## src/rtl/seg_scan_driver.sv

```systemverilog
// Time-multiplexed seven-segment scan driver: prescaled digit scan, glyph decode, blanking, dead time.
// Optional blinking is built when SEG_BLINK_EN is defined; otherwise blink_mask is ignored.
module seg_scan_driver #(
    parameter int unsigned DIGITS       = 4,
    parameter int unsigned REFRESH_DIV  = 50000,
    parameter int unsigned DEAD         = 64,
    parameter int unsigned BLINK_FRAMES = 128
) (
    input  logic                  clk,
    input  logic                  reset,
    input  logic                  page_sel,
    input  logic [5*DIGITS-1:0]   glyph_a,
    input  logic [5*DIGITS-1:0]   glyph_b,
    input  logic [DIGITS-1:0]     blank_mask,
    input  logic [DIGITS-1:0]     blink_mask,
    output logic [6:0]            out,
    output logic [DIGITS-1:0]     selector,
    output logic                  frame_tick
);

    localparam int unsigned PW = $clog2(REFRESH_DIV);
    localparam int unsigned DW = $clog2(DIGITS);

    logic [PW-1:0] pcnt;
    logic [DW-1:0] didx;
    logic          page_q;

    logic          slot_end_c;
    logic          frame_end_c;
    logic [4:0]    code_c;
    logic          blank_c;
    logic          blink_c;
    logic          blink_off_c;
    logic          dark_c;

    // Active-low a..g patterns; codes 16..31 are blank.
    function automatic logic [6:0] seg_decode(input logic [4:0] code);
        logic [6:0] seg;
        seg = 7'b1111111;
        case (code)
            5'd0:    seg = 7'b0000001;
            5'd1:    seg = 7'b1001111;
            5'd2:    seg = 7'b0010010;
            5'd3:    seg = 7'b0000110;
            5'd4:    seg = 7'b1001100;
            5'd5:    seg = 7'b0100100;
            5'd6:    seg = 7'b0100000;
            5'd7:    seg = 7'b0001111;
            5'd8:    seg = 7'b0000000;
            5'd9:    seg = 7'b0000100;
            5'd10:   seg = 7'b0001000;
            5'd11:   seg = 7'b1110000;
            5'd12:   seg = 7'b0010000;
            5'd13:   seg = 7'b1110001;
            5'd14:   seg = 7'b0100100;
            5'd15:   seg = 7'b1101010;
            default: seg = 7'b1111111;
        endcase
        return seg;
    endfunction

    assign slot_end_c  = (pcnt == PW'(REFRESH_DIV - 1));
    assign frame_end_c = slot_end_c && (didx == DW'(DIGITS - 1));

    // Slot prescaler and digit index.
    always_ff @(posedge clk or negedge reset) begin
        if (!reset) begin
            pcnt <= '0;
            didx <= '0;
        end else if (slot_end_c) begin
            pcnt <= '0;
            didx <= frame_end_c ? '0 : didx + DW'(1);
        end else begin
            pcnt <= pcnt + PW'(1);
        end
    end

    // Page only changes on the frame boundary so a frame never mixes pages.
    always_ff @(posedge clk or negedge reset) begin
        if (!reset) begin
            page_q <= 1'b0;
        end else if (frame_end_c) begin
            page_q <= page_sel;
        end
    end

`ifdef SEG_BLINK_EN
    localparam int unsigned BW = (BLINK_FRAMES > 1) ? $clog2(BLINK_FRAMES) : 1;

    logic [BW-1:0] bcnt;
    logic          bphase;

    // Frame counter for blink half-periods; bphase=1 is the dark half.
    always_ff @(posedge clk or negedge reset) begin
        if (!reset) begin
            bcnt   <= '0;
            bphase <= 1'b0;
        end else if (frame_end_c) begin
            if (bcnt == BW'(BLINK_FRAMES - 1)) begin
                bcnt   <= '0;
                bphase <= ~bphase;
            end else begin
                bcnt <= bcnt + BW'(1);
            end
        end
    end

    assign blink_off_c = bphase && blink_c;
`else
    logic unused_blink;

    assign blink_off_c  = 1'b0;
    assign unused_blink = ^{blink_c, blink_mask, 32'(BLINK_FRAMES)};
`endif

    // Select the current digit's glyph and mask bits.
    always_comb begin
        code_c  = 5'd31;
        blank_c = 1'b0;
        blink_c = 1'b0;
        for (int i = 0; i < int'(DIGITS); i++) begin
            if (didx == DW'(i)) begin
                code_c  = page_q ? glyph_b[5*i +: 5] : glyph_a[5*i +: 5];
                blank_c = blank_mask[i];
                blink_c = blink_mask[i];
            end
        end
    end

    assign dark_c = (pcnt < PW'(DEAD)) || blank_c || blink_off_c;

    // Registered segment/anode drive for the current slot.
    always_ff @(posedge clk or negedge reset) begin
        if (!reset) begin
            out        <= 7'b1111111;
            selector   <= '1;
            frame_tick <= 1'b0;
        end else begin
            frame_tick <= frame_end_c;
            if (dark_c) begin
                out      <= 7'b1111111;
                selector <= '1;
            end else begin
                out      <= seg_decode(code_c);
                selector <= ~(DIGITS'(1) << didx);
            end
        end
    end

endmodule

```

## config.mk

```make
export PLATFORM = sky130hd
export DESIGN_NAME = seg_scan_driver
export DESIGN_NICKNAME = d
export VERILOG_FILES = /design/src/rtl/seg_scan_driver.sv
export SDC_FILE = /design/constraint.sdc
export NUM_CORES = 1
export LEC_CHECK = 0
export BUFFER_PORTS_ARGS = -buffer_cell sky130_fd_sc_hd__buf_2
export CORE_MARGIN = 2
export CORE_UTILIZATION = 55
export CTS_BUF_LIST = sky130_fd_sc_hd__clkbuf_8 sky130_fd_sc_hd__clkbuf_16
export DETAILED_ROUTE_END_ITERATION = 6
export PLACE_DENSITY = 0.9
export SLEW_MARGIN = 20
export SYNTH_ARGS = -nofsm -noshare
export SYNTH_HDL_FRONTEND = slang
export SYNTH_SLANG_ARGS = --single-unit
```

## constraint.sdc

```tcl
create_clock -name clk -period 7.4 [get_ports clk]
set_clock_uncertainty 0.1 [all_clocks]
set_input_delay 2.22 -clock clk [delete_from_list [all_inputs] [get_ports clk]]
set_output_delay 2.22 -clock clk [all_outputs]
set_load 0.1 [all_outputs]
```

==> flow_summary_export.csv, run 1 <==
group,metric,value,unit
pwr,swShare,22.3,%
clock_tree,cts_num_sinks,31,
global_route,grt_pass1_wl,7320,microns
pwr,clkPwrFrac,41.7,%
clock_tree,clock_slew_at_reported_path_ffs,0.07,ns
synth,synth_area_leaders,"dfrtp_1, dfstp_2, mux2i_1",
synth,netlist_area,1980,sq um
clock_tree,ctsHtreeMaxLevel,2,
detailed_routing,drt_iter0_markers,86,
synth,yosys.area.top_type,"dfrtp_1",
synth,synth_most_common_cell,"dfrtp_1",
global_route,grt.overflow.total,0,
pwr,leakagePower,1.03,nW
sta,slew_violations,0,
sta,headroom_to_the_max_slew_limit,36.6,%
clock_tree,clk_latency,0.28,ns
pwr,p_int,0.000271,W
sta,timing.setup.tns,0,ns
setup_path,worst_ep_required_time,7.50,ns
worst_hold_path,classification_of_the_worst_slack_hold_path,"flop to flop",
setup_path,arrival,3.95,ns
floorplan,coreArea,3390,sq um
outcome,run_status,"complete, no violations",
cells_and_area,fillerInstances,261,
sta,fmax,260,MHz
sta,post-route-worst-setup-slack,3.55,ns
flow_run,cap_violations,0,
pwr,power.density_cell_area,146,nW/um^2
sta,final.period_utilization,52.1,%
setup_path,critical_path_class,"input pin to flop",
clock_tree,tritoncts.num_buffers,5,
sta,grt_setup_unrepaired,"false",
detailed_routing,detail_route.vias_per_cell,5.54,
cells_and_area,layout.nets,316,
synth,synth_cells,195,
clock_tree,post-cts-setup-buffer-count,0,
synth,mappedNetlistNets,257,
cells_and_area,multiInputGateArea,1120,sq um
cells_and_area,ff_latch_area,790,sq um
floorplan,pin_count,63,
sta,final-hold-violation-count,0,
synth,unique_cell_type_count_in_the_yosys_netlist,51,
detailed_routing,route.antenna.remaining_nets,0,
synth,seq_area_frac_synth,39.8,%
synth,synth-edff-count,0,
detailed_routing,wire_per_inst,14.1,microns
sta,final-setup-viol-count,0,
cells_and_area,synthToLayoutAreaGrowth,20.5,%
pwr,combinationalPowerShare,9.7,%
global_route,grt_antenna_before_repair,0,
pwr,power.net_switching,0.0000780,W
floorplan,initial_utilization,58.5,%
sta,min_period,3.85,ns
setup_path,critical_path_peak_fanout,5,
pwr,max-vdd-ir-drop,0.000113,V
synth,yosys_warnings,0,
setup_path,critPathCaptureType,"flop",
setup_path,worstSetupStartpointType,"input pin",
place,dp_slack,3.28,ns
setup_path,r2r_slack,4.58,ns
synth,synth_top_cells_by_count,"dfrtp_1, mux2i_1, nand2_1",
cells_and_area,antennaDiodeCount,0,
detailed_routing,drt-total-wl,4260,microns
synth,synthDominantCellAreaShare,25.2,%
place,numPortBuffers,58,
place,globalplace.congestion,0.928,
synth,mean_instance_size_in_the_synthesized_netlist,10.2,sq um
global_route,grt_pass1_vias,1682,
global_route,track_usage,23.0,%
synth,ys.flop_type,"dfrtp_1",
clock_tree,cts-root-buf,"clkbuf_8",
synth,yosys_register_bits,31,
floorplan,core.rowCount,21,
sta,actual_slew_at_the_worst_max_slew_pin,0.951,ns
clock_tree,postCtsResizedCells,0,
detailed_routing,first_pass_iters,4,
clock_tree,clock_tree_from_tritoncts,"done",
place,place.detailed.hpwl,3210,microns
cells_and_area,share_of_cells_above_drive_strength_1,36.5,%
detailed_routing,drc,0,
floorplan,die_area,4100,sq um
pwr,pwr-share-seq,48.6,%
floorplan,dieWidth,64.0,microns
clock_tree,ctsLongestPathBuffers,2,
detailed_routing,num_vias,1669,
sta,worst_hold_slack,0.387,ns
synth,asyncSetResetFlopFracSynth,100,%
global_route,grt_start_max_net_pins,32,
floorplan,die_height,64.0,microns
clock_tree,ctsHoldBuffers,0,
## kinds of logic after synthesis
| family | Yosys count | share of synthesized area (%) |
|---|---|---|
| AND/OR/NAND/NOR | 69 | 18.9 |
| multiplexers | 21 | 11.4 |
| XOR/XNOR | 13 | 5.74 |
| buffers and inverters | 14 | 3.79 |
| adder cells (fa/ha/maj) | 11 | 6.94 |
| flip-flops | 31 | 39.8 |
| AO/OA/AOI/OAI | 36 | 13.4 |
## cell type report
type	count	share of cell area [%]
multi-input cells	150	46.8
flip-flops and latches	31	33.0
repair buffers	58	12.1
clock buffers	7	4.03
well taps	46	2.41
inverters	8	1.26
clock inverters	1	0.314
## stage by stage
stage / total power [W] / util [%] / area, sq um / cells
after floorplan: 0.000189 / - / 1980 / 195
after global placement: 0.000206 / 67.4 / 2290 / 293
after global routing: 0.000367 / 70.5 / 2390 / 301
after detailed placement: 0.000207 / 67.4 / 2290 / 293
after CTS: 0.000354 / 70.5 / 2390 / 301
final: 0.000349 / 70.5 / 2390 / 301
## registers in the layout (all words and copies together), names as in the netlist
signal	cells
out	7
frame_tick	1
page_q	1
pcnt	16
didx	2
selector	4
## power groups by stage
stage	combinational, W	clock, W	sequential, W
after floorplan	0.0000161	0	0.000173
after global placement	0.0000333	0	0.000173
after detailed placement	0.0000339	0	0.000173
after CTS	0.0000341	0.000150	0.000170
after global routing	0.0000381	0.000159	0.000170
final	0.0000339	0.000145	0.000170
## worst max-delay path, stage by stage
cell and delay, ns:
buf_2 0.09, nand2b_1 0.12, mux4_2 0.45, o21a_1 0.28
inv_2 0.12, ha_1 0.14, inv_1 0.06, a21oi_1 0.20
a21oi_1 0.07, o221ai_1 0.20
## routing by layer
metal  share of wire [%]  GRT usage [%]
met5                   0              0
met4                 1.5           9.51
met3                 5.7           6.16
met2                  49           37.8
met1                  43           28.6
## placed cells by master, fill, tap and decap left out, types with 2 or more instances in the layout
cell type | netlist | routed
nand4_1 | 3 | 3
nand2b_1 | 2 | 2
dfstp_2 | 11 | 11
inv_1 | 7 | 7
a221oi_2 | 2 | 2
a21oi_1 | 5 | 5
nor2_1 | 15 | 15
mux2_2 | 2 | 2
or2_2 | 2 | 2
nand2_1 | 16 | 16
ha_1 | 11 | 11
o211ai_1 | 2 | 2
nor3_1 | 4 | 4
o21ai_1 | 3 | 3
a211oi_1 | 4 | 4
o21ai_0 | 5 | 5
mux2i_1 | 17 | 17
nor2b_1 | 2 | 2
nand3_1 | 10 | 10
dfrtp_1 | 20 | 20
and3_1 | 3 | 3
xor2_1 | 5 | 5
buf_2 | 3 | 58
o22ai_1 | 4 | 4
xnor2_1 | 8 | 8
clkbuf_8 | 0 | 7
a221oi_1 | 3 | 3
## worst paths after layout
kind,from,end,depth (start not counted)
max in group asynchronous,reset,pcnt[4],1
setup / recovery,glyph_a[1],out[0],10
hold / removal,pcnt[0],pcnt[0],1
min in group asynchronous,reset,pcnt[15],1
hold reg to reg,pcnt[0],pcnt[0],1
setup reg to reg,page_q,out[0],8
No activity file was read; power rests on OpenSTA's default activity.
==> inputs of run 2 (changes only) <==
--- a/config.mk
+++ b/config.mk
@@ -7,10 +7,10 @@
 export LEC_CHECK = 0
 export BUFFER_PORTS_ARGS = -buffer_cell sky130_fd_sc_hd__buf_2
 export CORE_MARGIN = 2
-export CORE_UTILIZATION = 55
+export CORE_UTILIZATION = 51
 export CTS_BUF_LIST = sky130_fd_sc_hd__clkbuf_8 sky130_fd_sc_hd__clkbuf_16
 export DETAILED_ROUTE_END_ITERATION = 6
-export PLACE_DENSITY = 0.9
+export PLACE_DENSITY = 0.85
 export SLEW_MARGIN = 20
 export SYNTH_ARGS = -nofsm -noshare
 export SYNTH_HDL_FRONTEND = slang
==> constraint.sdc (replaced) <==
create_clock -name clk -period 3.9 [get_ports clk]
set_clock_uncertainty 0.1 [all_clocks]
set_input_delay 1.17 -clock clk [delete_from_list [all_inputs] [get_ports clk]]
set_output_delay 1.17 -clock clk [all_outputs]
set_load 0.1 [all_outputs]
==> run 2 against run 1 <==
Worst setup slack worse by 2.5 ns. Final cell count is 0.66% higher. Clock power rose by 130%. Non-clock buffer count unchanged. Critical path type is now flop to flop. Sequential power is 89% higher. Critical path depth shrank 3. Clock-buffer cell count fell by 1. Highest routed layer unchanged. Power grew 100%.
==> flow_summary_export.csv, run 2 (synthesis gave the netlist of run 1 again) <==
group,metric,value,unit
sta,timing.setup.tns,0,ns
cells_and_area,multiInputGateArea,1120,sq um
global_route,grt_start_max_net_pins,32,
floorplan,initial_utilization,53.8,%
worst_hold_path,hold-path-endpoint,"pcnt[0]",
clock_tree,cts_num_sinks,31,
sta,final-setup-viol-count,0,
clock_tree,postCtsResizedCells,0,
place,numPortBuffers,58,
cells_and_area,largest_register,"pcnt",
setup_path,critical-path-top-delay-family,"flip-flops",
detailed_routing,detail_route.vias_per_cell,5.70,
floorplan,dieWidth,66.4,microns
floorplan,pin_count,63,
sta,final-hold-violation-count,0,
setup_path,arrival,2.91,ns
setup_path,r2r_slack,1.10,ns
floorplan,die_height,66.4,microns
place,globalplace.congestion,0.916,
clock_tree,cts-root-buf,"clkbuf_8",
clock_tree,ctsHtreeMaxLevel,2,
setup_path,critical_path_class,"flop to flop",
cells_and_area,antennaDiodeCount,0,
detailed_routing,num_vias,1728,
sta,actual_slew_at_the_worst_max_slew_pin,0.961,ns
global_route,grt_pass1_vias,1678,
pwr,max-vdd-ir-drop,0.000233,V
cells_and_area,largest_reg_flops,16,
sta,fmax,357,MHz
cells_and_area,ff_latch_area,790,sq um
outcome,run_status,"complete, no violations",
place,placed_area,2290,sq um
clock_tree,ctsLongestPathBuffers,2,
setup_path,r2r_cells,7,
worst_hold_path,instance_count_along_the_most_critical_hold_path,1,
global_route,grt_antenna_before_repair,0,
cells_and_area,leading_cell_type_in_the_layout_fill_and_taps_excluded,"buf_2",
floorplan,core.rowCount,22,
worst_hold_path,classification_of_the_worst_slack_hold_path,"flop to flop",
setup_path,critPathCaptureType,"flop",
floorplan,die_area,4400,sq um
detailed_routing,drt_iter0_markers,105,
setup_path,timing.critical_path.slowest_cell_delay,0.97,ns
clock_tree,ctsHoldBuffers,0,
global_route,grt_pass1_wl,7180,microns
clock_tree,clock_slew_at_reported_path_ffs,0.07,ns
pwr,design_power_total,0.000715,W
cells_and_area,largest_registers,"pcnt: 16 flops, out: 7 flops, selector: 4 flops",
clock_tree,clk_latency,0.28,ns
worst_hold_path,hold_path_startpoint,"pcnt[0]",
global_route,track_usage,21.3,%
setup_path,worstPathBufferInverterCount,1,
setup_path,r2r-start,"page_q",
setup_path,cpMaxStageDelayCell,"dfrtp_1",
clock_tree,tritoncts.num_buffers,5,
cells_and_area,most-common-layout-cells,"buf_2, dfrtp_1, mux2i_1",
setup_path,crit_path_cell_trace,"mux2i_1 > a221oi_1 > or2_2 > inv_1 > ha_1 > mux2_2 > o211ai_1",
global_route,grt.overflow.total,0,
floorplan,coreArea,3690,sq um
detailed_routing,wire_per_inst,14.1,microns
cells_and_area,fillerInstances,301,
clock_tree,post-cts-setup-buffer-count,0,
sta,headroom_to_the_max_slew_limit,35.9,%
place,place.detailed.hpwl,3190,microns
detailed_routing,drt-total-wl,4270,microns
cells_and_area,synthToLayoutAreaGrowth,21.3,%
setup_path,worstSetupStartpointType,"flop",
detailed_routing,drc,0,
sta,grt_setup_unrepaired,"false",
sta,final.period_utilization,71.9,%
sta,min_period,2.80,ns
sta,slew_violations,0,
cells_and_area,finish.utilization,65.2,%
pwr,leakagePower,1.04,nW
cells_and_area,final_cell_area,2410,sq um
pwr,power.density_cell_area,297,nW/um^2
cells_and_area,layout.nets,316,
clock_tree,clock_tree_from_tritoncts,"done",
setup_path,worst_ep_required_time,4.01,ns
detailed_routing,route.antenna.remaining_nets,0,
flow_run,cap_violations,0,
detailed_routing,first_pass_iters,4,
cells_and_area,share_of_cells_above_drive_strength_1,36.5,%
setup_path,r2r_end,"out[5]",
setup_path,critical_path_peak_fanout,20,
## run 2: cell count changes in the layout (fill, tap and decap cells not counted)
cell        delta
clkinv_2       +1
clkbuf_8       -1
clkinvlp_4     -1
bufinv_16      +1
## run 2: worst max path at each step
stage / from / endpoint / slack, ns / cells past startpoint
after floorplan: glyph_a[1] / out[5] / 1.06 / 6
after global placement: glyph_a[1] / out[5] / 0.84 / 7
after detailed placement: glyph_b[1] / out[5] / 0.82 / 7
after CTS: page_q / out[5] / 1.08 / 5
after global routing: page_q / out[5] / 0.91 / 7
final: page_q / out[5] / 1.10 / 7
## run 2: report_power, final
group / switching, W / leakage [nW] / internal, W
logic: 0.0000334 / 0.599 / 0.0000322
clock network: 0.000121 / 0.0612 / 0.000206
registers: 0 / 0.381 / 0.000322
total: 0.000154 / 1.04 / 0.000561
## run 2: worst register-to-register path: cells and delay by family (launching register included)
family / cells / cell delay (ns)
compound gates: 2 / 0.28
fa+ha+maj: 1 / 0.27
buf+inv: 1 / 0.15
flops: 1 / 0.97
mux: 2 / 0.58
simple gates: 1 / 0.39
## run 2: layer usage
layer  track usage (%)  share of wire, %
met3              4.77               7.0
met1              25.7                44
met5                 0                 0
met4              7.65               1.5
met2              36.9                48
## run 2: final cells by class
cell class	instances	area share, %
Clock buffer	6	3.43
Clock inverter	2	1.46
Inverter	8	1.25
Multi-Input combinational cell	150	46.5
Sequential cell	31	32.8
Tap cell	48	2.50
Timing Repair Buffer	58	12.1
## run 2: stage by stage
stage | cells | setup slack, ns | hold WS, ns
6_report | 303 | 1.10 | 0.390
5_1_grt | 303 | 0.908 | 0.421
4_1_cts | 303 | 1.08 | 0.393
3_5_place_dp | 295 | 0.816 | 0.384
3_3_place_gp | 295 | 0.837 | 0.371
2_1_floorplan | 195 | 1.06 | 0.355
